**config.mk**
```make
export PLATFORM = sky130hd
export DESIGN_NAME = muldiv_seq_flat
export DESIGN_NICKNAME = d
export VERILOG_FILES = /design/src/rtl/muldiv_seq_if.sv /design/src/rtl/muldiv_seq.sv /design/src/flat_wrapper.sv
export SDC_FILE = /design/constraint.sdc
export NUM_CORES = 1
export LEC_CHECK = 0
export BUFFER_PORTS_ARGS = -buffer_cell sky130_fd_sc_hd__buf_2
export CORE_MARGIN = 8
export CORE_UTILIZATION = 65
export CTS_BUF_LIST = sky130_fd_sc_hd__clkbuf_4 sky130_fd_sc_hd__clkbuf_8
export DETAILED_ROUTE_END_ITERATION = 16
export PLACE_DENSITY = 0.88
export SYNTH_ARGS = -nofsm -noshare
export SYNTH_HDL_FRONTEND = slang
export SYNTH_SLANG_ARGS = --single-unit
```
**constraint.sdc**
```tcl
create_clock -name clk -period 6.1 [get_ports clk]
set_input_delay 0.915 -clock clk [delete_from_list [all_inputs] [get_ports clk]]
set_output_delay 0.915 -clock clk [all_outputs]
set_load 0.1 [all_outputs]
```
**src/rtl/muldiv_seq_if.sv**
```systemverilog
// Request/result bundle between the multicycle control path and the
// iterative multiply/divide unit.
interface muldiv_seq_if #(
   parameter int WIDTH = 16
) ();
   logic             req;
   logic             op;
   logic [WIDTH-1:0] a;
   logic [WIDTH-1:0] b;
   logic             busy;
   logic             done;
   logic [WIDTH-1:0] result_lo;
   logic [WIDTH-1:0] result_hi;
   logic             div_by_zero;

   // Requester side: drives the operation, observes status and results.
   modport master (
      output req, op, a, b,
      input  busy, done, result_lo, result_hi, div_by_zero
   );

   // Unit side: samples the operation, produces status and results.
   modport slave (
      input  req, op, a, b,
      output busy, done, result_lo, result_hi, div_by_zero
   );
endinterface

```
**src/rtl/muldiv_seq.sv**
```systemverilog
// Sequential unsigned multiply / divide unit.
// One bit per cycle: shift-add multiply or restoring divide, WIDTH iterations,
// then a one-cycle DONE with registered results. Divide by zero skips RUN.
module muldiv_seq #(
   parameter int WIDTH = 16,
   parameter int CW    = 5
) (
   input  logic         clk,
   input  logic         start_n,
   muldiv_seq_if.slave  bus
);

   typedef enum logic [1:0] {
      S_IDLE = 2'd0,
      S_RUN  = 2'd1,
      S_DONE = 2'd2
   } state_t;

   state_t           state_q, state_d;
   logic [CW-1:0]    cnt_q, cnt_d;
   logic             op_q, op_d;
   // Multiplicand (multiply) or divisor (divide).
   logic [WIDTH-1:0] opnd_q, opnd_d;
   // Upper accumulator half (multiply) or partial remainder (divide).
   logic [WIDTH-1:0] hi_q, hi_d;
   // Multiplier being shifted out (multiply) or dividend/quotient (divide).
   logic [WIDTH-1:0] lo_q, lo_d;
   logic [WIDTH-1:0] res_lo_q, res_lo_d;
   logic [WIDTH-1:0] res_hi_q, res_hi_d;
   logic             dbz_q, dbz_d;

   // One iteration worth of datapath results.
   logic [WIDTH:0]   mul_sum;
   logic [WIDTH:0]   div_shift;
   logic [WIDTH+1:0] div_trial;
   logic [WIDTH-1:0] step_hi;
   logic [WIDTH-1:0] step_lo;
   logic             unused_trial_bit;

   // Single iteration of the active algorithm. The partial remainder is kept in
   // WIDTH bits because after each step it is always below the divisor; the
   // WIDTH+1-bit shifted remainder exists only in the trial-subtract path.
   always_comb begin
      mul_sum   = {1'b0, hi_q} + (lo_q[0] ? {1'b0, opnd_q} : {(WIDTH+1){1'b0}});
      div_shift = {hi_q, lo_q[WIDTH-1]};
      div_trial = {1'b0, div_shift} - {2'b00, opnd_q};
      step_hi   = mul_sum[WIDTH:1];
      step_lo   = {mul_sum[0], lo_q[WIDTH-1:1]};
      if (op_q) begin
         if (!div_trial[WIDTH+1]) begin
            step_hi = div_trial[WIDTH-1:0];
            step_lo = {lo_q[WIDTH-2:0], 1'b1};
         end else begin
            step_hi = div_shift[WIDTH-1:0];
            step_lo = {lo_q[WIDTH-2:0], 1'b0};
         end
      end
   end

   // Bit WIDTH of a non-negative trial is always zero; it carries no information.
   assign unused_trial_bit = div_trial[WIDTH];

   // Next-state and datapath control: accept in IDLE, iterate in RUN, pulse DONE.
   always_comb begin
      state_d  = state_q;
      cnt_d    = cnt_q;
      op_d     = op_q;
      opnd_d   = opnd_q;
      hi_d     = hi_q;
      lo_d     = lo_q;
      res_lo_d = res_lo_q;
      res_hi_d = res_hi_q;
      dbz_d    = dbz_q;
      case (state_q)
         S_IDLE: begin
            if (bus.req) begin
               op_d  = bus.op;
               cnt_d = '0;
               hi_d  = '0;
               dbz_d = 1'b0;
               if (bus.op) begin
                  opnd_d = bus.b;
                  lo_d   = bus.a;
               end else begin
                  opnd_d = bus.a;
                  lo_d   = bus.b;
               end
               if (bus.op && (bus.b == '0)) begin
                  state_d  = S_DONE;
                  res_lo_d = '1;
                  res_hi_d = bus.a;
                  dbz_d    = 1'b1;
               end else begin
                  state_d = S_RUN;
               end
            end
         end
         S_RUN: begin
            hi_d  = step_hi;
            lo_d  = step_lo;
            cnt_d = cnt_q + CW'(1);
            if (cnt_q == CW'(WIDTH - 1)) begin
               state_d  = S_DONE;
               res_lo_d = step_lo;
               res_hi_d = step_hi;
            end
         end
         S_DONE: begin
            state_d = S_IDLE;
         end
         default: begin
            state_d = S_IDLE;
         end
      endcase
   end

   // State and datapath registers; reset discards any operation in flight.
   always_ff @(posedge clk) begin
      if (!start_n) begin
         state_q  <= S_IDLE;
         cnt_q    <= '0;
         op_q     <= 1'b0;
         opnd_q   <= '0;
         hi_q     <= '0;
         lo_q     <= '0;
         res_lo_q <= '0;
         res_hi_q <= '0;
         dbz_q    <= 1'b0;
      end else begin
         state_q  <= state_d;
         cnt_q    <= cnt_d;
         op_q     <= op_d;
         opnd_q   <= opnd_d;
         hi_q     <= hi_d;
         lo_q     <= lo_d;
         res_lo_q <= res_lo_d;
         res_hi_q <= res_hi_d;
         dbz_q    <= dbz_d;
      end
   end

   assign bus.busy        = (state_q != S_IDLE);
   assign bus.done        = (state_q == S_DONE);
   assign bus.result_lo   = res_lo_q;
   assign bus.result_hi   = res_hi_q;
   assign bus.div_by_zero = dbz_q;

endmodule

```
**src/flat_wrapper.sv**
```systemverilog
// flat-port wrapper written by rule: the top's interface ports become plain ports
module muldiv_seq_flat 
#(
   parameter int WIDTH = 16,
   parameter int CW    = 5
)
  (clk, start_n, bus_req, bus_op, bus_a, bus_b, bus_busy, bus_done, bus_result_lo, bus_result_hi, bus_div_by_zero);
  muldiv_seq_if #(.WIDTH(WIDTH)) bus_i ();
  input  logic clk;
  input  logic start_n;
  input wire logic [$bits(bus_i.req)-1:0] bus_req;
  input wire logic [$bits(bus_i.op)-1:0] bus_op;
  input wire logic [$bits(bus_i.a)-1:0] bus_a;
  input wire logic [$bits(bus_i.b)-1:0] bus_b;
  output wire logic [$bits(bus_i.busy)-1:0] bus_busy;
  output wire logic [$bits(bus_i.done)-1:0] bus_done;
  output wire logic [$bits(bus_i.result_lo)-1:0] bus_result_lo;
  output wire logic [$bits(bus_i.result_hi)-1:0] bus_result_hi;
  output wire logic [$bits(bus_i.div_by_zero)-1:0] bus_div_by_zero;
  assign bus_i.req = bus_req;
  assign bus_i.op = bus_op;
  assign bus_i.a = bus_a;
  assign bus_i.b = bus_b;
  assign bus_busy = bus_i.busy;
  assign bus_done = bus_i.done;
  assign bus_result_lo = bus_i.result_lo;
  assign bus_result_hi = bus_i.result_hi;
  assign bus_div_by_zero = bus_i.div_by_zero;
  muldiv_seq #(.WIDTH(WIDTH), .CW(CW)) u_core (.clk(clk), .start_n(start_n), .bus(bus_i));
endmodule
```
### Word-level counts from Yosys, hierarchy flattened

Index checks and enable logic that the tools add are counted.
W data, S select, Z words.

| word-level totals | value |
|---|---|
| output and inout bits | 35 |
| register bits after elaboration | 89 |
| bits of input ports | 36 |
| word-level logic and storage cells | 53 |

| cells by class | value |
|---|---|
| mux-type cells | 26 |
| reductions and logical operators | 9 |
| $add $sub $neg | 3 |
| eq/ne operators | 6 |

Operators by type and width:

| cell | count |
|---|---|
| $mux W16 | 14 |
| $pmux W16 S2 | 4 |
| $sub A17 B16 Y18 | 1 |
| $add A16 B17 Y17 | 1 |
| $logic_not A16 Y1 | 1 |
| $pmux W5 S2 | 1 |
| $mux W2 | 3 |
| $reduce_and A2 Y1 | 3 |
| $add A5 B1 Y5 const B | 1 |
| $eq A5 B4 Y1 const B | 1 |
| $mux W5 | 1 |
| $ne A2 B1 Y1 const B | 2 |
| $pmux W2 S2 | 1 |
| $reduce_and A4 Y1 | 1 |
| $reduce_bool A2 Y1 | 2 |
| $eq A2 B1 Y1 const B | 1 |
| $eq A2 B2 Y1 const B | 1 |
| $logic_not A2 Y1 | 1 |
| $mux W1 | 2 |
| $ne A2 B2 Y1 const B | 1 |
| $logic_and A1 B1 Y1 | 1 |

### Longest topological paths before layout

Gate-level depths: netlist (run 1).

| depth | value |
|---|---|
| depth in word-level cells | 5 |
| gate-level depth with buffers | 12 |
| gate-level depth less buffers | 11 |

### Worst setup path before layout (run 1)

OpenSTA, ideal clock, no wires.

| timing path | value |
|---|---|
| path kind | input port to flip-flop |
| from | in bus_op |
| to | reg u_core.res_lo_q[11], in the netlist u_core.bus.result_lo[11] |
| path buffers | 3 |
| library setup time | 88 ps |
| setup slack | 3146 ps |
| arrival time | 2866 ps |
| cell stages on the path | 10 |
| required time | 6012 ps |
| cells stage by stage | buf_4 -> or4b_1 -> nor3_1 -> nand4_1 -> or3b_1 -> a21oi_2 -> buf_4 -> buf_6 -> nor2_1 -> a311oi_2 |

| on the way | value |
|---|---|
| word-level cells in the longest chain between the ends | 3 |

Ends and longest elaborated chain:

| item | line | text |
|---|---|---|
| start, declared | flat_wrapper.sv:12 | `input wire logic [$bits(bus_i.op)-1:0] bus_op;` |
| $logic_and A1 B1 Y1 | muldiv_seq.sv:88 | `if (bus.op && (bus.b == '0)) begin` |
| $ne A2 B1 Y1 (no line) | n/a |  |
| $reduce_and A4 Y1 (no line) | n/a |  |
| end signal, assigned | muldiv_seq.sv:136 | `res_lo_q <= res_lo_d;` |
| end, declared | muldiv_seq.sv:28 | `logic [WIDTH-1:0] res_lo_q, res_lo_d;` |

Every way passes these cells.
A chain may end at the register's enable or synchronous reset.

### Final worst setup path (run 1)

| timing path | value |
|---|---|
| from | in bus_op |
| to | reg u_core.res_lo_q[12], in the netlist u_core.bus.result_lo[12] |

Same word-level chain as after synthesis.

==> results.yml, run 1 <==
placement:
  port_buffers: 70
  hpwl_um: 12900
  gp_congestion: 0.954
detailed_routing:
  routed_wl_um: 17600
  via_count: 5981
  drt_first_pass_iters: 5
  avgViaCountPerCell: 6.59
  post_drt_wl_per_cell_um: 19.4
  antenna_left: 0
  drc: 0
  initialDrtViolationCount: 584
timing:
  finClkSkew_ps: 20.4
  slew_headroom_pct: 21.0
  rsz0062_at_grt: "false"
  finalHoldViolations: 0
  period_minus_slack_ps: 4000
  slew_violations: 0
  post-route-period-util_pct: 65.5
  worstMarginPinSlew_ps: 1180
  tns_ps: 0
  whs_ps: 449
  fmax_mhz: 250
  setup_viol: 0
global_routing:
  antenna_found_initial: 0
  met1_usage_pct: 33.8
  grt_pass1_wl_um: 28700
  grt_max_degree: 60
  grt_overflow: 0
  grtUsageTotal_pct: 27.3
  use_met2_pct: 44.6
  busiest_layer: "met2"
  grt_pass1_vias: 5713
  met3_usage_pct: 5.25
power_and_ir_drop:
  irDropWorstVdd_mv: 0.195
  p_per_area_nw_per_um2: 213
  power.leakage_nw: 2.75
  power_mw: 1.37
logic_synthesis:
  synthXorXnorAreaFrac_pct: 3.27
  synth_top_family_by_area: "compound AO/OA/AOI/OAI gates"
  synth_top_area_share_pct: 30.3
  syn_nets: 826
  ys_warn_count: 0
  synthCells: 754
  synth.area.mux_share_pct: 8.54
  async_reset_ff_share_pct: 0
  synth_seq_cells: 89
  synth_area_leaders: "dfxtp_1, mux2i_1, ha_1"
  synth_flop_cell: "dfxtp_1"
  synthAdderAreaFrac_pct: 7.90
  yosysUniqueCellTypes: 59
  yosysSeqAreaShare_pct: 30.3
  synthSimpleGateAreaFrac_pct: 17.2
  netlist_area_um2: 5890
  synth_edf_count: 0
  synth_compound_area_share_pct: 27.3
  synth_top_area_cell: "dfxtp_1"
  syn_avg_cell_area_um2: 7.81
setup_path:
  cp.arrival_ps: 4250
  cp-end-kind: "register"
  cp_max_fo: 34
  path_class: "in2reg"
  start_kind: "input pin"
  cp.required_ps: 6360
clocking:
  hold_buffers: 0
  tritoncts: "built"
  worstSkewPairLatency_ps: 350
  cts_sinks: 89
  clk_root_buffer_cell: "clkbuf_8"
  cts-resized-gates: 0
  clkTransAtPathRegs_ps: 90
  cts_inserted_buffers: 9
  cts_setup_buffers: 0
  htree_levels: 3
  cts_buffer_depth: 2
floorplan:
  die_y_um: 111
  fp.dieW_um: 111
  die_area_um2: 12400
  row_count: 34
  start_util_pct: 67.2
  io_pins: 71
  coreArea_um2: 8760
run_status:
  outcome: "finished, final reports clean"
finish:
  final_cell_mix: "nor2_1, dfxtp_1, a21oi_1, buf_2, nand2_1"
  syn_to_final_growth_pct: 9.31
  multi_input_area_um2: 3800
  fill_cells: 669
  n_antenna_cell: 0
  seqCellArea_um2: 1780
  drive_gt1_share_pct: 13.9
  num-nets-final: 867
  final_common_cell: "nor2_1"
worst_hold_path:
  min-delay-path-class: "reg2reg"
run:
  drv_cap: 0
## synthesized netlist by cell type, types with 9 or more instances
| library cell | number |
|---|---|
| a21o_1 | 12 |
| ha_1 | 34 |
| a311oi_1 | 11 |
| nand2_1 | 57 |
| nor3_1 | 9 |
| a211oi_1 | 22 |
| xnor2_1 | 12 |
| dfxtp_1 | 89 |
| nor2_1 | 103 |
| clkbuf_1 | 35 |
| a31oi_1 | 20 |
| and2_1 | 19 |
| mux2i_1 | 48 |
| xor2_1 | 10 |
| nand3_1 | 18 |
| o21ai_0 | 55 |
| a21oi_1 | 76 |
| inv_1 | 28 |
## metrics by stage
| step | std cells | cell area (um2) | setup slack (ps) | util, % |
|---|---|---|---|---|
| 3_3_place_gp | 892 | 6240 | 1960 | 71.2 |
| 3_5_place_dp | 892 | 6240 | 1810 | 71.2 |
| 6_report | 908 | 6440 | 2100 | 73.4 |
| 5_1_grt | 908 | 6440 | 1870 | 73.4 |
| 2_1_floorplan | 754 | 5890 | 3150 | - |
| 4_1_cts | 908 | 6440 | 2160 | 73.4 |
## worst paths after layout
kind                                              startpoint                               endpoint  slack [ps]  depth (start not counted)
worst max-delay path                                  bus_op  u_core.bus.result_lo[12]$_SDFFE_PN0P_        2100                         10
worst min-delay path            u_core.cnt_q[3]$_SDFFE_PN0P_           u_core.cnt_q[3]$_SDFFE_PN0P_         450                          1
worst max register to register   u_core.hi_q[1]$_SDFFE_PN0P_   u_core.bus.result_hi[9]$_SDFFE_PN0P_        2390                          9
worst min register to register  u_core.cnt_q[3]$_SDFFE_PN0P_           u_core.cnt_q[3]$_SDFFE_PN0P_         450                          1
## logic make-up (layout without fill, tap and decap cells)
family / after synthesis / count (layout)
simple gates: 230 / 230
compound gates: 249 / 249
fa+ha+maj: 36 / 36
mux: 50 / 50
buf+inv: 78 / 124
xor+xnor: 22 / 22
flops: 89 / 89
## sequential cells by signal, indices dropped and copies added, names as in the netlist
name and cells:
u_core.bus.result_hi 16, u_core.bus.result_lo 16, u_core.hi_q 16, u_core.lo_q 16, u_core.opnd_q 16, u_core.cnt_q 5, u_core.state_q 2, u_core.bus.div_by_zero 1
u_core.op_q 1
## worst max-delay path: stages
cell      delay, ps
buf_2            70
buf_4           430
or4b_1          480
nor3_1          140
nand4_1         190
or3b_1          470
a21oi_4         680
buf_4           450
nor2_1          120
a311oi_2        270
## per-layer routing
layer  vias to the layer above  share of wire, %
met5                         -                 0
met4                         0               3.5
met3                        56               9.6
met1                      2785                40
li1                       2791                 -
met2                       349                47
## report_power, final
group | internal (mW) | total (mW) | switching (mW)
logic | 0.122 | 0.331 | 0.209
clock network | 0.204 | 0.412 | 0.208
registers | 0.603 | 0.631 | 0.0283
total | 0.929 | 1.37 | 0.445
## cell type report
type / count / area share, %
Clock buffer: 12 / 2.27
Clock inverter: 4 / 0.836
Inverter: 30 / 1.75
Multi-Input combinational cell: 587 / 59.0
Sequential cell: 89 / 27.7
Tap cell: 108 / 2.10
Timing Repair Buffer: 78 / 6.38
Note: power is estimated with default switching activity, not from simulation.
==> run 2, diff against run 1 <==
--- a/config.mk
+++ b/config.mk
@@ -7,10 +7,10 @@
 export LEC_CHECK = 0
 export BUFFER_PORTS_ARGS = -buffer_cell sky130_fd_sc_hd__buf_2
 export CORE_MARGIN = 8
-export CORE_UTILIZATION = 65
+export CORE_UTILIZATION = 55
 export CTS_BUF_LIST = sky130_fd_sc_hd__clkbuf_4 sky130_fd_sc_hd__clkbuf_8
 export DETAILED_ROUTE_END_ITERATION = 16
-export PLACE_DENSITY = 0.88
+export PLACE_DENSITY = 0.79
 export SYNTH_ARGS = -nofsm -noshare
 export SYNTH_HDL_FRONTEND = slang
 export SYNTH_SLANG_ARGS = --single-unit
==> constraint.sdc (replaced) <==
create_clock -name clk -period 3.35 [get_ports clk]
set_input_delay 0.5025 -clock clk [delete_from_list [all_inputs] [get_ports clk]]
set_output_delay 0.5025 -clock clk [all_outputs]
set_load 0.1 [all_outputs]
==> run 2 against run 1 <==
Effect of this change: sequential power is 82% higher; clock power is 76% higher; die area is 15% higher; combinational power is 92% higher; register-to-register slack worse by 2200 ps; worst setup slack worse by 1900 ps; worst hold slack worse by 44 ps; via count is 0.77% higher; flip-flop and latch count stayed put; routed wire length is 3.8% higher; critical path type is now reg2reg; largest cell class unchanged.
==> results.yml, run 2 (synthesis results as in run 1) <==
run_status:
  outcome: "finished, final reports clean"
finish:
  n_antenna_cell: 0
  syn_to_final_growth_pct: 11.1
  drive_gt1_share_pct: 14.9
  final_common_cell: "nor2_1"
  layout.cells.non_filler: 944
  num-nets-final: 875
  final_cell_mix: "nor2_1, dfxtp_1, a21oi_1, buf_2, nand2_1"
placement:
  port_buffers: 70
  hpwl_um: 13600
  gp_congestion: 0.914
  place_inst: 928
detailed_routing:
  avgViaCountPerCell: 6.38
  wl_met3_um: 1740
  drt_first_pass_iters: 6
  post_drt_wl_per_cell_um: 19.4
  routed.top_layer: "met4"
  via_count: 6027
  antenna_left: 0
  initialDrtViolationCount: 528
  routed_wl_um: 18300
  drc: 0
  wl_met1_um: 7630
  met2RoutedLength_um: 8170
global_routing:
  grtUsageTotal_pct: 25.2
  grt_pass1_wl_um: 29400
  grt_pass1_vias: 5839
  antenna_found_initial: 0
  grt_overflow: 0
  grt_max_degree: 49
floorplan:
  fp.dieW_um: 119
  die_area_um2: 14300
  start_util_pct: 56.8
  coreArea_um2: 10400
  io_pins: 71
  row_count: 37
  die_y_um: 119
timing:
  tns_ps: 0
  slew_violations: 0
  slew_headroom_pct: 33.0
  period_minus_slack_ps: 3130
  post-route-period-util_pct: 93.4
  worstMarginPinSlew_ps: 1000
  setup_viol: 0
  rsz0062_at_grt: "false"
  fmax_mhz: 319
  finClkSkew_ps: 7.90
  finalHoldViolations: 0
power_and_ir_drop:
  irDropWorstVdd_mv: 0.306
  power.internal_mw: 1.62
  switching_power_mw: 0.889
  power.leakage_nw: 2.79
  p_seq_share_pct: 45.7
  combinationalPowerShare_pct: 25.3
  p_per_area_nw_per_um2: 383
  power.share.clock_pct: 29.0
  power.share.switching_pct: 35.5
clocking:
  cts_sinks: 89
  htree_levels: 3
  clkTransAtPathRegs_ps: 100
  cts_buffer_depth: 2
  tritoncts: "built"
  worstSkewPairLatency_ps: 380
  cts_inserted_buffers: 9
  hold_buffers: 0
  clk_root_buffer_cell: "clkbuf_8"
setup_path:
  path_class: "reg2reg"
  cp.required_ps: 3660
  cp_max_fo: 11
  cp.arrival_ps: 3440
  cp-end-kind: "register"
  start_kind: "register"
run:
  drv_cap: 0
worst_hold_path:
  min-delay-path-class: "in2reg"
run 2: changes by cell type in the layout (fill, tap and decap cells not counted), sizes merged:
cell | previous run | this run
clkinv | 2 | 1
bufinv | 1 | 0
clkbuf | 12 | 9
clkinvlp | 2 | 3
buf | 78 | 86
inv | 29 | 33
run 2: worst max-delay path, stage by stage, from the launching register on:
cell and delay (ps):
dfxtp_2 470, and2_1 170, ha_1 280, a211oi_1 400, o211ai_1 210, a41o_1 340
o41ai_1 420, xnor2_1 180, a2bb2oi_1 200, o211ai_1 190, a31oi_1 210
run 2: routing by layer:
layer / GRT usage (%) / up-vias
met1: 31.7 / 2831
met3: 5.62 / 52
met4: 12.3 / 0
li1: - / 2821
met5: 0 / -
met2: 40.1 / 323
run 2: stage by stage:
step           instance area (um2)  total power [mW]  utilization (%)  setup WS (ps)  hold WS, ps
2_1_floorplan                 5890              1.59                -            595          415
3_3_place_gp                  6360              1.77             61.3            193          432
6_report                      6540              2.51             63.1            220          405
5_1_grt                       6540              2.61             63.1           29.6          429
4_1_cts                       6540              2.49             63.1            124          400
3_5_place_dp                  6360              1.78             61.3            172          455
run 2: timing repair:
action                                  in CTS  in global routing
resized for setup                            0                  1
endpoints found under the setup margin       0                  2
buffers inserted                             0                  0
run 2: final cells by class:
class | instances | area [um2]
multi-input cells | 587 | 3800
fillers | 925 | 3830
flip-flops and latches | 89 | 1780
inverters | 30 | 113
well taps | 136 | 170
clock inverters | 7 | 60.1
repair buffers | 86 | 495
clock buffers | 9 | 124
run 2: worst paths after layout:
kind	end	from	slack (ps)	depth (start not counted)
setup / recovery	u_core.bus.result_hi[14]$_SDFFE_PN0P_	u_core.lo_q[0]$_SDFFE_PN0P_	220	10
hold / removal	u_core.bus.result_hi[7]$_SDFFE_PN0P_	bus_a[7]	400	3
hold reg to reg	u_core.cnt_q[3]$_SDFFE_PN0P_	u_core.cnt_q[3]$_SDFFE_PN0P_	470	1
setup reg to reg	u_core.bus.result_hi[14]$_SDFFE_PN0P_	u_core.lo_q[0]$_SDFFE_PN0P_	220	10
run 2: power by group through the flow:
| stage | clock network [mW] | registers, mW | logic (mW) |
|---|---|---|---|
| 6_report | 0.726 | 1.15 | 0.635 |
| 5_1_grt | 0.771 | 1.15 | 0.690 |
| 4_1_cts | 0.727 | 1.14 | 0.619 |
| 3_5_place_dp | 0 | 1.17 | 0.614 |
| 3_3_place_gp | 0 | 1.16 | 0.602 |
| 2_1_floorplan | 0 | 1.15 | 0.441 |
==> run 3, diff against run 2 <==
--- a/config.mk
+++ b/config.mk
@@ -7,10 +7,10 @@
 export LEC_CHECK = 0
 export BUFFER_PORTS_ARGS = -buffer_cell sky130_fd_sc_hd__buf_2
 export CORE_MARGIN = 8
-export CORE_UTILIZATION = 55
+export CORE_UTILIZATION = 61
 export CTS_BUF_LIST = sky130_fd_sc_hd__clkbuf_4 sky130_fd_sc_hd__clkbuf_8
 export DETAILED_ROUTE_END_ITERATION = 16
-export PLACE_DENSITY = 0.79
+export PLACE_DENSITY = 0.83
 export SYNTH_ARGS = -nofsm -noshare
 export SYNTH_HDL_FRONTEND = slang
 export SYNTH_SLANG_ARGS = --single-unit
==> constraint.sdc (replaced) <==
create_clock -name clk -period 3.6 [get_ports clk]
set_input_delay 0.54 -clock clk [delete_from_list [all_inputs] [get_ports clk]]
set_output_delay 0.54 -clock clk [all_outputs]
set_load 0.1 [all_outputs]
==> run 3 against run 2 <==
Effect of this change: first-iteration DRC count fell by 11%; maximum frequency fell by 1.2%; critical endpoint is now u_core.bus.result_hi[13]$_SDFFE_PN0P_; clock-buffer cell count rose by 2; critical path depth rose by 1; largest cell class unchanged; utilization rose by 5.6 points; final area rose by 0.29%; total power fell by 0.98%; sequential share of layout area fell by 0.097 points; worst hold slack improved by 61 ps; sequential power fell by 8%; combinational power fell by 9.3%; global-route usage rose by 1.5 points.
==> results.yml, run 3 (synthesis results as in run 1) <==
placement:
  gp_congestion: 0.943
  hpwl_um: 13200
  port_buffers: 70
  dp_slack_ps: 519
  place_inst: 923
detailed_routing:
  avgViaCountPerCell: 6.27
  routed_wl_um: 17600
  via_count: 5889
  drt_first_pass_iters: 5
  post_drt_wl_per_cell_um: 18.7
  drc: 0
  initialDrtViolationCount: 471
  antenna_left: 0
floorplan:
  die_area_um2: 13100
  coreArea_um2: 9550
  start_util_pct: 61.7
  fp.dieW_um: 114
  die_y_um: 114
  row_count: 36
  io_pins: 71
timing:
  worstMarginPinSlew_ps: 1170
  finalHoldViolations: 0
  slew_headroom_pct: 22.2
  post-route-period-util_pct: 88.0
  tns_ps: 0
  setup_viol: 0
  rsz0062_at_grt: "false"
  finClkSkew_ps: 13.3
  slew_violations: 0
  period_minus_slack_ps: 3170
  fmax_mhz: 316
  fin_ws_ps: 431
clocking:
  cts_setup_buffers: 0
  cts_inserted_buffers: 9
  tritoncts: "built"
  cts_buffer_depth: 2
  cts_sinks: 89
  cts-resized-gates: 0
  hold_buffers: 0
  htree_levels: 3
  clkTransAtPathRegs_ps: 90
  worstSkewPairLatency_ps: 370
  clk_root_buffer_cell: "clkbuf_8"
power_and_ir_drop:
  irDropWorstVdd_mv: 0.395
  p_per_area_nw_per_um2: 378
  power.leakage_nw: 2.81
worst_hold_path:
  hp-start: "bus_a[10]"
  min-delay-path-class: "in2reg"
finish:
  seqCellArea_um2: 1780
  final_common_cell: "nor2_1"
  syn_to_final_growth_pct: 11.4
  num-nets-final: 873
  fill_cells: 815
  layout.cells.non_filler: 939
  multi_input_area_um2: 3800
  n_antenna_cell: 0
  fin_util_pct: 68.7
  drive_gt1_share_pct: 14.5
  final_cell_mix: "nor2_1, dfxtp_1, a21oi_1, buf_2, nand2_1"
setup_path:
  setup.worst_path.start: "u_core.lo_q[0]$_SDFFE_PN0P_"
  cp_max_fo: 18
  cp.required_ps: 3890
  crit_chain: "and2_1 -> ha_1 -> fa_1 -> a21oi_1 -> o21a_1 -> o211a_1 -> o31ai_1 -> o41ai_1 -> xor2_1 -> a221o_1 -> o22ai_1"
  cp_top_family: "compound AO/OA/AOI/OAI gates"
  path_buf_inv: 0
  cpMaxStageDelayCell: "dfxtp_1"
  max_stage_delay_ps: 490
  path_class: "reg2reg"
  start_kind: "register"
  cp.arrival_ps: 3450
  cp-end-kind: "register"
  r2r-start: "u_core.lo_q[0]$_SDFFE_PN0P_"
global_routing:
  grt_overflow: 0
  grtUsageTotal_pct: 26.8
  grt_max_degree: 60
  grt_pass1_vias: 5686
  antenna_found_initial: 0
  grt_pass1_wl_um: 27900
run:
  drv_cap: 0
run_status:
  outcome: "finished, final reports clean"
## run 3: layout make-up
cell class | instances | share of cell area (%)
Tap cell | 133 | 2.54
Clock buffer | 11 | 2.21
Timing Repair Buffer | 84 | 6.94
Clock inverter | 5 | 1.56
Multi-Input combinational cell | 587 | 57.9
Sequential cell | 89 | 27.2
Inverter | 30 | 1.72
## run 3: per-stage QoR
stage	power [mW]	hold WS (ps)	instance area, um2
5_1_grt	2.58	473	6560
2_1_floorplan	1.48	415	5890
3_5_place_dp	1.64	463	6310
6_report	2.48	466	6560
3_3_place_gp	1.63	432	6310
4_1_cts	2.47	451	6560
## run 3: tightest hold or removal path: stages
cell and delay, ps:
buf_2 120, nand2_1 60, a31oi_1 70
## run 3: power by group
group          leakage, nW  switching [mW]  internal [mW]  total [mW]
clock                0.123           0.354          0.487       0.841
sequential           0.724          0.0432           1.02        1.06
combinational         1.96           0.362          0.213       0.576
## run 3: path summary, 6_finish.rpt
check | end | slack (ps) | cells after the start
max reg2reg | u_core.bus.result_hi[13]$_SDFFE_PN0P_ | 430 | 11
min | u_core.bus.result_hi[10]$_SDFFE_PN0P_ | 470 | 3
max | u_core.bus.result_hi[13]$_SDFFE_PN0P_ | 430 | 11
min reg2reg | u_core.cnt_q[3]$_SDFFE_PN0P_ | 470 | 1
## run 3: layer usage
layer  share of wire (%)  up-vias  GRT usage [%]
li1                    -     2813              -
met1                  42     2750           32.6
met2                  46      284           44.6
met3                 8.2       42           5.01
met4                 3.4        0           12.5
met5                   0        -              0
